## src/rtl/ntt_cmd_pkg.sv

```systemverilog
// Shared definitions for the NTT command dispatcher: opcodes, instruction
// field positions, sequencer states and the opcode legality check.
package ntt_cmd_pkg;

  localparam int INSTR_W = 64;

  localparam logic [7:0] OPC_LOAD  = 8'h02;
  localparam logic [7:0] OPC_STORE = 8'h03;
  localparam logic [7:0] OPC_COPY  = 8'h04;
  localparam logic [7:0] OPC_NTT   = 8'h10;
  localparam logic [7:0] OPC_INTT  = 8'h11;
  localparam logic [7:0] OPC_ADD   = 8'h20;
  localparam logic [7:0] OPC_SUB   = 8'h21;
  localparam logic [7:0] OPC_MULT  = 8'h22;

  localparam int OPC_MSB     = 63;
  localparam int OPC_LSB     = 56;
  localparam int SLOT_MSB    = 55;
  localparam int SLOT_LSB    = 52;
  localparam int RSVD_MSB    = 51;
  localparam int RSVD_LSB    = 48;
  localparam int ADDR_MSB    = 47;
  localparam int ADDR_LSB    = 0;
  // ALU ops reuse the top of dma_addr as the source slot; the engine decodes it.
  localparam int ALU_SRC_MSB = 47;
  localparam int ALU_SRC_LSB = 46;

  typedef enum logic [1:0] {
    ST_IDLE      = 2'd0,
    ST_ISSUE     = 2'd1,
    ST_WAIT_ACK  = 2'd2,
    ST_WAIT_DONE = 2'd3
  } state_e;

  function automatic logic is_legal_opcode(input logic [7:0] opc);
    case (opc)
      OPC_LOAD, OPC_STORE, OPC_COPY, OPC_NTT,
      OPC_INTT, OPC_ADD, OPC_SUB, OPC_MULT: return 1'b1;
      default:                              return 1'b0;
    endcase
  endfunction

endpackage

```

## src/rtl/ntt_cmd_fifo.sv

```systemverilog
// Synchronous first-word-fall-through FIFO holding queued instruction words.
// Push is ignored when full, pop is ignored when empty.
module ntt_cmd_fifo #(
  parameter int DEPTH = 16,
  parameter int WIDTH = 64
) (
  input  logic                     clk,
  input  logic                     rst,
  input  logic                     push,
  input  logic [WIDTH-1:0]         wdata,
  input  logic                     pop,
  output logic [WIDTH-1:0]         head,
  output logic [$clog2(DEPTH):0]   count,
  output logic                     full,
  output logic                     empty
);

  localparam int AW = $clog2(DEPTH);

  logic [WIDTH-1:0] mem_q [DEPTH];
  logic [AW-1:0]    wr_ptr_q, rd_ptr_q;
  logic [AW:0]      count_q;
  logic             do_push, do_pop;

  assign full    = (count_q == (AW+1)'(DEPTH));
  assign empty   = (count_q == '0);
  assign do_push = push & ~full;
  assign do_pop  = pop & ~empty;
  assign head    = mem_q[rd_ptr_q];
  assign count   = count_q;

  // Pointers and occupancy; simultaneous push and pop leave count unchanged.
  always_ff @(posedge clk or posedge rst) begin
    if (rst) begin
      wr_ptr_q <= '0;
      rd_ptr_q <= '0;
      count_q  <= '0;
    end else begin
      if (do_push) wr_ptr_q <= wr_ptr_q + 1'b1;
      if (do_pop)  rd_ptr_q <= rd_ptr_q + 1'b1;
      case ({do_push, do_pop})
        2'b10:   count_q <= count_q + 1'b1;
        2'b01:   count_q <= count_q - 1'b1;
        default: count_q <= count_q;
      endcase
    end
  end

  // Storage array; contents need no reset since count gates every read.
  always_ff @(posedge clk) begin
    if (do_push) mem_q[wr_ptr_q] <= wdata;
  end

endmodule

```

## src/rtl/ntt_cmd_dispatcher.sv

```systemverilog
// Command queue and sequencer feeding the NTT engine one instruction at a time.
// Build option: define NTT_CMDQ_OPCHECK_EN to drop illegal opcodes in IDLE
// and raise the sticky err_illegal flag; otherwise every word is issued.
//
// state     | meaning
// IDLE      | pop queue head into the cmd_* holding registers
// ISSUE     | cmd_valid high until the engine is sampled ready
// WAIT_ACK  | engine took the command; wait for it to drop ready
// WAIT_DONE | engine working; ready rising retires the command
module ntt_cmd_dispatcher #(
  parameter int DEPTH     = 16,
  parameter int DEPTH_LOG = 4
) (
  input  logic                 clk,
  input  logic                 rst,
  input  logic                 in_valid,
  output logic                 in_ready,
  input  logic [63:0]          in_instr,
  output logic                 cmd_valid,
  output logic [7:0]           cmd_opcode,
  output logic [3:0]           cmd_slot,
  output logic [47:0]          cmd_dma_addr,
  input  logic                 eng_ready,
  output logic                 busy,
  output logic [DEPTH_LOG:0]   count,
  output logic [15:0]          retired,
  output logic                 err_illegal
);

  import ntt_cmd_pkg::*;

  state_e        state_q, state_d;
  logic [7:0]    opc_q, opc_d;
  logic [3:0]    slot_q, slot_d;
  logic [47:0]   addr_q, addr_d;
  logic [15:0]   retired_q, retired_d;
  logic          fifo_pop, fifo_full, fifo_empty;
  logic [63:0]   fifo_head;
  logic [7:0]    head_opc;
  logic [3:0]    head_slot;
  logic [47:0]   head_addr;
  logic [3:0]    unused_rsvd;

  ntt_cmd_fifo #(
    .DEPTH (DEPTH),
    .WIDTH (INSTR_W)
  ) u_fifo (
    .clk   (clk),
    .rst   (rst),
    .push  (in_valid),
    .wdata (in_instr),
    .pop   (fifo_pop),
    .head  (fifo_head),
    .count (count),
    .full  (fifo_full),
    .empty (fifo_empty)
  );

  assign head_opc    = fifo_head[OPC_MSB:OPC_LSB];
  assign head_slot   = fifo_head[SLOT_MSB:SLOT_LSB];
  assign head_addr   = fifo_head[ADDR_MSB:ADDR_LSB];
  assign unused_rsvd = fifo_head[RSVD_MSB:RSVD_LSB];

  assign in_ready     = ~fifo_full;
  assign cmd_valid    = (state_q == ST_ISSUE);
  assign cmd_opcode   = opc_q;
  assign cmd_slot     = slot_q;
  assign cmd_dma_addr = addr_q;
  assign retired      = retired_q;
  assign busy         = ~fifo_empty | (state_q != ST_IDLE);

`ifdef NTT_CMDQ_OPCHECK_EN
  logic err_q, err_d;
  assign err_illegal = err_q;
`else
  assign err_illegal = 1'b0;
`endif

  // Next-state, head pop and holding-register loads; fields only move on IDLE->ISSUE.
  always_comb begin
    state_d   = state_q;
    opc_d     = opc_q;
    slot_d    = slot_q;
    addr_d    = addr_q;
    retired_d = retired_q;
    fifo_pop  = 1'b0;
`ifdef NTT_CMDQ_OPCHECK_EN
    err_d     = err_q;
`endif
    case (state_q)
      ST_IDLE: begin
        if (!fifo_empty) begin
          fifo_pop = 1'b1;
`ifdef NTT_CMDQ_OPCHECK_EN
          if (!is_legal_opcode(head_opc)) begin
            err_d = 1'b1;
          end else begin
            opc_d   = head_opc;
            slot_d  = head_slot;
            addr_d  = head_addr;
            state_d = ST_ISSUE;
          end
`else
          opc_d   = head_opc;
          slot_d  = head_slot;
          addr_d  = head_addr;
          state_d = ST_ISSUE;
`endif
        end
      end
      ST_ISSUE: begin
        if (eng_ready) state_d = ST_WAIT_ACK;
      end
      ST_WAIT_ACK: begin
        if (!eng_ready) state_d = ST_WAIT_DONE;
      end
      ST_WAIT_DONE: begin
        if (eng_ready) begin
          retired_d = retired_q + 16'd1;
          state_d   = ST_IDLE;
        end
      end
      default: state_d = ST_IDLE;
    endcase
  end

  // State and holding registers; reset aborts any in-flight command uncounted.
  always_ff @(posedge clk or posedge rst) begin
    if (rst) begin
      state_q   <= ST_IDLE;
      opc_q     <= '0;
      slot_q    <= '0;
      addr_q    <= '0;
      retired_q <= '0;
`ifdef NTT_CMDQ_OPCHECK_EN
      err_q     <= 1'b0;
`endif
    end else begin
      state_q   <= state_d;
      opc_q     <= opc_d;
      slot_q    <= slot_d;
      addr_q    <= addr_d;
      retired_q <= retired_d;
`ifdef NTT_CMDQ_OPCHECK_EN
      err_q     <= err_d;
`endif
    end
  end

endmodule

```

## config.mk

```make
export PLATFORM = sky130hd
export DESIGN_NAME = ntt_cmd_dispatcher
export DESIGN_NICKNAME = d
export VERILOG_FILES = /design/src/rtl/ntt_cmd_pkg.sv /design/src/rtl/ntt_cmd_fifo.sv /design/src/rtl/ntt_cmd_dispatcher.sv
export SDC_FILE = /design/constraint.sdc
export NUM_CORES = 1
export LEC_CHECK = 0
export BUFFER_PORTS_ARGS = -buffer_cell sky130_fd_sc_hd__buf_2
export CORE_ASPECT_RATIO = 1.2
export CORE_MARGIN = 5
export CORE_UTILIZATION = 35
export CTS_CLUSTER_SIZE = 12
export DETAILED_ROUTE_END_ITERATION = 7
export GPL_TIMING_DRIVEN = 0
export SLEW_MARGIN = 20
export SYNTH_ARGS = -nofsm -noshare
export SYNTH_HDL_FRONTEND = slang
export SYNTH_HIERARCHICAL = 1
export SYNTH_SLANG_ARGS = --single-unit
```

## constraint.sdc

```tcl
create_clock -name clk -period 7.2 [get_ports clk]
set_input_delay 0 -clock clk [delete_from_list [all_inputs] [get_ports clk]]
set_output_delay 0 -clock clk [all_outputs]
set_load 0.02 [all_outputs]
```

==> impl_metrics.tcl, run 1 <==
set metrics [dict create \
    finalCritPeriodShare_pct 57.4 \
    cts_buffer_depth 3 \
    seqPwrFrac_pct 40.6 \
    clock_latency_ps 680 \
    grt_pass1_vias 22333 \
    root_buffer "clkbuf_16" \
    cts_setup_buffers 0 \
    crit_top_cell "nor2b_1" \
    setup_viol 0 \
    gp_congestion 0.759 \
    required_ps 7750 \
    ir_drop_uv 194 \
    status "finished, final reports clean" \
    globalRouteTotalUtil_pct 15.7 \
    hpwlAfterDp_um 68000 \
    fmax_mhz 242 \
    via_count 20854 \
    core_area_um2 116000 \
    max_cap_viol_count 0 \
    post_cts_resized 0 \
    post_route_cells_drive_above_1_share_pct 25.6 \
    synth_area_um2 40800 \
    cellPowerDensity_nw_per_um2 393 \
    slowest_delay_ps 460 \
    clkPwrFrac_pct 25.6 \
    worstPathArrival_ps 4680 \
    synth_area_per_cell_um2 19.6 \
    timing.final.ws_setup_ps 3070 \
    layout_min_cycle_time_ps 4130 \
    cts.sinks 1051 \
    port_buffers 147 \
    slowest_stage "buf_2" \
    maxSlewViolCount 0 \
    start_kind "flop" \
    stdcell_area_um2 48300 \
    start_util_pct 35.1 \
    antenna_found_initial 6 \
    die-height_um 384 \
    final_nets 2553 \
    postRouteAntennaNets 0 \
    path_clk_slew_ps 60 \
    drc 0 \
    holdBufCountCts 64 \
    syn_to_final_growth_pct 18.6 \
    hold_viol 0 \
    worstSetupPathType "flop to flop" \
    synthCells 2084 \
    relSlewSlack_pct 31.2 \
    rsz0062_at_grt "false" \
    pre_cts_ws_ps 3060 \
    synth_fp_nets 2167 \
    cts_made_buffers 100 \
    p_leak_nw 16.4 \
    pwr-share-comb_pct 33.8 \
    cts_max_level 3 \
    swShare_pct 32.8 \
    die_w_um 322 \
    wire_per_inst_um 24.1 \
    tritoncts "done" \
    fin_skew_ps 26.3 \
    dr.pass1.iters 5 \
    grt_pass1_wl_um 145000 \
    nFillCells 10088 \
    final_core_util_pct 41.6 \
    cp.buffers_inverters 4 \
    setup-tns-final_ps 0 \
    row_count 137 \
    crit_path_end_kind "flop" \
    yosysWarnings 6 \
    pin_count 153 \
    grt_overflow 0 \
    crit_chain "nor4_1 -> and2b_1 -> nor2b_1 -> buf_2 -> buf_2 -> nor2b_1 -> clkbuf_1 -> ha_1 -> inv_1 -> fa_1 -> nor2b_1 -> o21ai_0 -> nand3_1 -> or3b_2 -> xnor2_1" \
    path_max_fanout 10 \
    routed_wl_um 98200 \
    drt-vias-per-instance 5.11 \
    cp_top_family "buffers and inverters" \
    tightestPinTransition_ps 1030 \
    hp-class "input port to flop" \
    power.switching_mw 6.23 \
    die-area_um2 123000 \
    placed_cell_area_um2 44700 \
    grt_max_degree 45 \
    first_iter_violations 1626 \
    internal-power_mw 12.8 \
]
[flip-flops by register name (all words and copies together), names as in the netlist]
register         count
u_fifo/mem_q       960
cmd_dma_addr        48
retired             16
cmd_opcode           8
u_fifo/count         5
cmd_slot             4
u_fifo/rd_ptr_q      4
u_fifo/wr_ptr_q      4
state_q              2
[cells in the final DEF (no fill, tap or decap), types with 4 or more instances in the layout]
cell type,count
clkbuf_1,112
nor2_1,4
mux4_2,120
mux2_1,11
a221oi_1,57
a22oi_1,60
o21ai_0,111
buf_12,20
dfrtp_1,91
nand3_1,8
buf_4,36
ha_1,14
buf_2,166
nor2b_1,4
nor3_2,4
edfxtp_1,960
clkbuf_16,104
buf_16,17
xnor2_1,20
inv_1,13
a21oi_1,62
mux2i_1,181
mux2_2,112
buf_1,9
a221oi_2,4
nand2_1,76
clkbuf_8,6
buf_6,39
dlygate4sd3_1,64
nor2_4,12
xor2_1,5
o21ai_1,13
[worst min-delay path, stage by stage]
cell           delay (ps)
dlygate4sd3_1         540
buf_2                 150
nand3_1                90
xnor2_1                60
[final timing paths]
path	slack, ps	end	startpoint	cells after the start
min in group asynchronous	520	retired[0]$_DFFE_PP0P_	rst	4
worst min-delay path	220	retired[2]$_DFFE_PP0P_	eng_ready	4
worst max register to register	3070	u_fifo/count[4]$_DFFE_PP0P_	u_fifo/count[0]$_DFFE_PP0P_	15
worst max-delay path	3070	u_fifo/count[4]$_DFFE_PP0P_	u_fifo/count[0]$_DFFE_PP0P_	15
worst min register to register	470	retired[15]$_DFFE_PP0P_	retired[15]$_DFFE_PP0P_	1
max in group asynchronous	6030	cmd_dma_addr[28]$_DFFE_PP0P_	rst	5
[final cells by class]
cell class	count	area, µm²	area share, %
buffer	119	733	1.52
multi-input combinational	900	8980	18.6
inverter	14	57.6	0.119
antenna	3	7.51	0.0155
timing repair buffer	284	2540	5.27
clock buffer	170	2910	6.02
tap	1529	1910	3.96
sequential	1051	31100	64.4
clock inverter	9	75.1	0.155
[power groups by stage]
stage	clock, mW	combinational [mW]	sequential [mW]
after floorplan	0	3.87	8.08
after detailed placement	0	6.48	7.83
after global routing	5.24	6.90	7.76
after CTS	4.98	6.54	7.71
final	4.87	6.42	7.70
after global placement	0	6.11	7.93
[routing by layer]
metal / vias up / global-route usage [%] / part of all wire, %
li1: 9209 / - / -
met1: 11001 / 18.4 / 39
met2: 503 / 29.5 / 55
met3: 135 / 2.98 / 4.7
met4: 6 / 4.25 / 2.2
met5: - / 0 / 0.036
[stage by stage]
step / cells / power (mW) / hold slack [ps]
2_1_floorplan: 2084 / 12.0 / -123
3_3_place_gp: 3760 / 14.0 / 82.4
3_5_place_dp: 3833 / 14.3 / 83.9
4_1_cts: 4076 / 19.2 / 166
5_1_grt: 4077 / 19.9 / 224
6_report: 4079 / 19.0 / 216
No activity file was read; power rests on OpenSTA's default activity.
==> run 2, diff against run 1 <==
--- a/config.mk
+++ b/config.mk
@@ -5,6 +5,7 @@
 export SDC_FILE = /design/constraint.sdc
 export NUM_CORES = 1
 export LEC_CHECK = 0
+export ABC_AREA = 1
 export BUFFER_PORTS_ARGS = -buffer_cell sky130_fd_sc_hd__buf_2
 export CORE_ASPECT_RATIO = 1.2
 export CORE_MARGIN = 5
==> constraint.sdc (replaced) <==
create_clock -name clk -period 4.3 [get_ports clk]
set_input_delay 0 -clock clk [delete_from_list [all_inputs] [get_ports clk]]
set_output_delay 0 -clock clk [all_outputs]
set_load 0.02 [all_outputs]
==> impl_metrics.tcl, run 2 <==
set metrics [dict create \
    status "finished, final reports clean" \
    final_nets 4690 \
    dr.pass1.iters 5 \
    die_w_um 335 \
    setup-tns-final_ps 0 \
    relSlewSlack_pct 47.1 \
    clock_latency_ps 690 \
    synth_area_um2 44300 \
    pin_count 153 \
    internal-power_mw 21.1 \
    synth_area_per_cell_um2 10.4 \
    cts_buffer_depth 3 \
    r2r-start "u_fifo/count[1]$_DFFE_PP0P_" \
    drc 0 \
    fmax_mhz 260 \
    rr_endpoint "u_fifo/count[4]$_DFFE_PP0P_" \
    final_common_cell "nand2_1" \
    setup_viol 0 \
    layout_min_cycle_time_ps 3840 \
    hp-class "input port to asynchronous set/reset pin" \
    drt-vias-per-instance 4.62 \
    routed_wl_um 116000 \
    dp.cells 6099 \
    cts_made_buffers 107 \
    p_leak_nw 21.9 \
    required_ps 4880 \
    stdcell_area_um2 52200 \
    grt_pass1_vias 28815 \
    instances_no_fill 6362 \
    cts_max_level 3 \
    timing.final.ws_setup_ps 458 \
    rsz0062_at_grt "false" \
    worstPathArrival_ps 4420 \
    ir_drop_uv 392 \
    tightestPinTransition_ps 791 \
    synthCells 4243 \
    path_max_fanout 10 \
    tritoncts "done" \
    root_buffer "clkbuf_16" \
    finalPower_mw 33.7 \
    gp_congestion 0.790 \
    largest_reg_flops 960 \
    antenna_found_initial 3 \
    core_area_um2 126000 \
    via_count 29418 \
    final_cell_mix "nand2_1, edfxtp_1, inv_1" \
    die-area_um2 134000 \
    seqPwrFrac_pct 37.8 \
    top_register "u_fifo/mem_q" \
    pre_cts_ws_ps 150 \
    grt_overflow 0 \
    row_count 143 \
    port_buffers 147 \
    nFillCells 11962 \
    postRouteAntennaNets 0 \
    cellPowerDensity_nw_per_um2 646 \
    die-height_um 400 \
    start_kind "flop" \
    finalCritPeriodShare_pct 89.3 \
    final_core_util_pct 41.3 \
    wire_per_inst_um 18.3 \
    placed_cell_area_um2 48200 \
    grt_max_degree 43 \
    rrSetupSlack_ps 460 \
    globalRouteTotalUtil_pct 17.1 \
    path_clk_slew_ps 60 \
    worstSetupPathType "flop to flop" \
    clkPwrFrac_pct 26.6 \
    max_cap_viol_count 0 \
    swShare_pct 37.6 \
    fin_skew_ps 23.4 \
    hold_viol 0 \
    grt_pass1_wl_um 174000 \
    r2r_cells 18 \
    crit_path_end_kind "flop" \
    hold_ws_ps 45.9 \
    start_util_pct 35.1 \
    power.switching_mw 12.7 \
    yosysWarnings 6 \
    first_iter_violations 2019 \
    post_route_cells_drive_above_1_share_pct 11.6 \
    cts.sinks 1051 \
    hpwlAfterDp_um 81600 \
    synth_fp_nets 4326 \
    syn_to_final_growth_pct 17.8 \
    maxSlewViolCount 0 \
    pwr-share-comb_pct 35.6 \
]
run 2: how the worst max path moves through the flow:
stage                                      from                            end  depth (start not counted)
global placement    u_fifo/count[0]$_DFFE_PP0P_  u_fifo/mem_q[8][33]$_DFFE_PP_                          6
global route        u_fifo/count[1]$_DFFE_PP0P_    u_fifo/count[4]$_DFFE_PP0P_                         18
CTS                 u_fifo/count[1]$_DFFE_PP0P_    u_fifo/count[4]$_DFFE_PP0P_                         18
detailed placement  u_fifo/count[1]$_DFFE_PP0P_    u_fifo/count[4]$_DFFE_PP0P_                         18
finish              u_fifo/count[1]$_DFFE_PP0P_    u_fifo/count[4]$_DFFE_PP0P_                         18
floorplan           u_fifo/count[1]$_DFFE_PP0P_   u_fifo/mem_q[0][0]$_DFFE_PP_                          6
run 2: per-layer routing:
metal | share of wire (%) | vias to the layer above | wire (µm) | GRT usage [%]
met4 | 4.3 | 4 | 5050 | 7.56
met5 | 0.013 | - | 15 | 0
met2 | 52 | 705 | 60200 | 31.1
met1 | 39 | 14089 | 45400 | 19.9
li1 | - | 14396 | - | -
met3 | 4.8 | 224 | 5550 | 2.64
run 2: timing repair:
action                                  4_1_cts  5_1_grt
endpoints found under the setup margin        0        1
endpoints found under the hold margin      1073        0
resized for setup                             0        0
hold buffers                                 64        0
setup buffers                                 0        2
run 2: cell type report:
cell class              instances  area, µm²  area share (%)
well taps                    1667       2090            3.99
clock inverters                25        220           0.422
plain buffers                 210       1240            2.38
multi-input cells            2580      10600            20.3
flip-flops and latches       1051      31100            59.6
clock buffers                 170       3150            6.03
diodes                          2       5.00         0.00958
repair buffers                255       2310            4.43
inverters                     402       1510            2.90
run 2: worst max-delay path, stage by stage, from the launching register on:
cell     delay (ps)
dfrtp_1         410
inv_1           110
nand4_1         440
inv_1           300
nor2_4          290
buf_2           340
nand2_1         220
inv_1           320
ha_1            330
inv_1           100
fa_1            360
inv_1            90
nand2_1          70
nand2_1          80
nand2_1          50
nand2_1          50
nand2_1          50
nand2_1          60
nand2_1          40
run 2: power groups by stage:
stage / registers, mW / logic, mW / clock network, mW
2_1_floorplan: 13.4 / 6.94 / 0
3_3_place_gp: 13.1 / 11.6 / 0
3_5_place_dp: 13.0 / 12.1 / 0
4_1_cts: 12.8 / 12.2 / 9.18
5_1_grt: 12.9 / 13.3 / 9.61
6_report: 12.8 / 12.0 / 8.98
==> run 3, diff against run 2 <==
--- a/config.mk
+++ b/config.mk
@@ -6,7 +6,7 @@
 export NUM_CORES = 1
 export LEC_CHECK = 0
 export ABC_AREA = 1
-export BUFFER_PORTS_ARGS = -buffer_cell sky130_fd_sc_hd__buf_2
+export BUFFER_PORTS_ARGS = -buffer_cell sky130_fd_sc_hd__buf_4
 export CORE_ASPECT_RATIO = 1.2
 export CORE_MARGIN = 5
 export CORE_UTILIZATION = 35
==> impl_metrics.tcl, run 3 (synthesis results as in run 2) <==
set metrics [dict create \
    max_cap_viol_count 0 \
    fin_skew_ps 22.1 \
    gp_congestion 0.792 \
    post_cts_resized 0 \
    finalCritPeriodShare_pct 87.7 \
    hp-class "input port to asynchronous set/reset pin" \
    cts_max_level 3 \
    layout_min_cycle_time_ps 3770 \
    port_buffers 147 \
    core_area_um2 126000 \
    cts_buffer_depth 3 \
    stdcell_area_um2 52400 \
    root_buffer "clkbuf_16" \
    crit_path_end_kind "flop" \
    drt-vias-per-instance 4.63 \
    power.switching_mw 12.6 \
    grt_pass1_wl_um 174000 \
    path_clk_slew_ps 60 \
    cellPowerDensity_nw_per_um2 639 \
    drc 0 \
    pwr-share-comb_pct 36.4 \
    maxSlewViolCount 0 \
    worstPathArrival_ps 4350 \
    status "finished, final reports clean" \
    start_util_pct 35.1 \
    path_max_fanout 10 \
    met2_wirelength_um 61400 \
    hold_viol 0 \
    first_iter_violations 2083 \
    die-area_um2 134000 \
    grt_max_degree 42 \
    ir_drop_uv 393 \
    die_w_um 335 \
    placed_cell_area_um2 48600 \
    postRouteAntennaNets 0 \
    post_route_cells_drive_above_1_share_pct 11.4 \
    cts.sinks 1051 \
    row_count 143 \
    timing.final.ws_setup_ps 531 \
    setup-tns-final_ps 0 \
    final_nets 4690 \
    routed_wl_um 116000 \
    antenna_found_initial 2 \
    pre_cts_ws_ps 163 \
    via_count 29450 \
    syn_to_final_growth_pct 18.3 \
    seqPwrFrac_pct 38.2 \
    nFillCells 12005 \
    wl_met1_um 45600 \
    worstSetupPathType "flop to flop" \
    cts_made_buffers 106 \
    rsz0062_at_grt "false" \
    largest_reg_flops 960 \
    top_register "u_fifo/mem_q" \
    hold_ws_ps 53.3 \
    pin_count 153 \
    tritoncts "done" \
    p_leak_nw 21.9 \
    relSlewSlack_pct 44.2 \
    clock_latency_ps 680 \
    routed.top_layer "met5" \
    dr_wl_met3_um 4990 \
    grt_overflow 0 \
    clkPwrFrac_pct 25.5 \
    wire_per_inst_um 18.3 \
    setup_viol 0 \
    swShare_pct 37.7 \
    internal-power_mw 20.9 \
    tightestPinTransition_ps 834 \
    final_cell_mix "nand2_1, edfxtp_1, inv_1" \
    start_kind "flop" \
    globalRouteTotalUtil_pct 17.0 \
    grt_pass1_vias 28512 \
    required_ps 4880 \
    multi_input_area_um2 10600 \
    dr.pass1.iters 5 \
    fmax_mhz 265 \
    register_area_um2 31100 \
    final_common_cell "nand2_1" \
    die-height_um 400 \
    hpwlAfterDp_um 81400 \
]
[run 3: critical path, cell delays in order, from the launching register on]
cell,delay (ps)
dfrtp_1,430
inv_1,120
nand4_1,380
inv_1,290
nor2_4,310
buf_2,350
nand2_1,210
inv_1,270
ha_1,330
inv_1,100
fa_1,360
inv_1,90
nand2_1,70
nand2_1,80
nand2_1,50
nand2_1,50
nand2_1,40
nand2_1,60
nand2_1,50
[run 3: through the flow]
stage / instances / util [%] / total power, mW
2_1_floorplan: 4243 / - / 20.3
3_5_place_dp: 6099 / 38.5 / 25.2
4_1_cts: 6349 / 41.5 / 33.9
5_1_grt: 6352 / 41.5 / 35.5
3_3_place_gp: 6057 / 37.6 / 24.9
6_report: 6355 / 41.5 / 33.5
[run 3: cell type report]
class / instances / share of cell area (%)
inverters: 402 / 2.89
diodes: 3 / 0.0143
flip-flops and latches: 1051 / 59.3
plain buffers: 210 / 2.37
repair buffers: 256 / 5.22
well taps: 1667 / 3.98
multi-input cells: 2580 / 20.2
clock buffers: 162 / 5.70
clock inverters: 24 / 0.284
[run 3: timing repair]
action / 4_1_cts / 5_1_grt
hold buffers: 64 / 0
setup endpoints to repair: 0 / 1
endpoints found under the hold margin: 1073 / 0
buffers inserted: 0 / 3
[run 3: power groups by stage]
stage | combinational, mW | clock, mW | sequential (mW)
finish | 12.2 | 8.54 | 12.8
global route | 13.5 | 9.14 | 12.9
CTS | 12.3 | 8.74 | 12.8
detailed placement | 12.2 | 0 | 13.0
global placement | 11.7 | 0 | 13.1
floorplan | 6.94 | 0 | 13.4
[run 3: layer usage]
metal	track usage [%]	vias to the layer above
met2	31.5	673
met4	6.81	4
li1	-	14398
met3	2.19	190
met5	0	-
met1	20.0	14185
[run 3: path summary, 6_finish.rpt]
| path | from | to | slack (ps) | cells past startpoint |
|---|---|---|---|---|
| max | u_fifo/count[1]$_DFFE_PP0P_ | u_fifo/count[4]$_DFFE_PP0P_ | 530 | 18 |
| min | rst | u_fifo/rd_ptr_q[1]$_DFFE_PP0P_ | 50 | 3 |
| max reg2reg | u_fifo/count[1]$_DFFE_PP0P_ | u_fifo/count[4]$_DFFE_PP0P_ | 530 | 18 |
| min reg2reg | cmd_opcode[4]$_DFFE_PP0P_ | cmd_opcode[4]$_DFFE_PP0P_ | 470 | 2 |
| max in group asynchronous | rst | cmd_dma_addr[33]$_DFFE_PP0P_ | 3080 | 5 |
| min in group clk | in_instr[57] | u_fifo/mem_q[10][57]$_DFFE_PP_ | 180 | 2 |
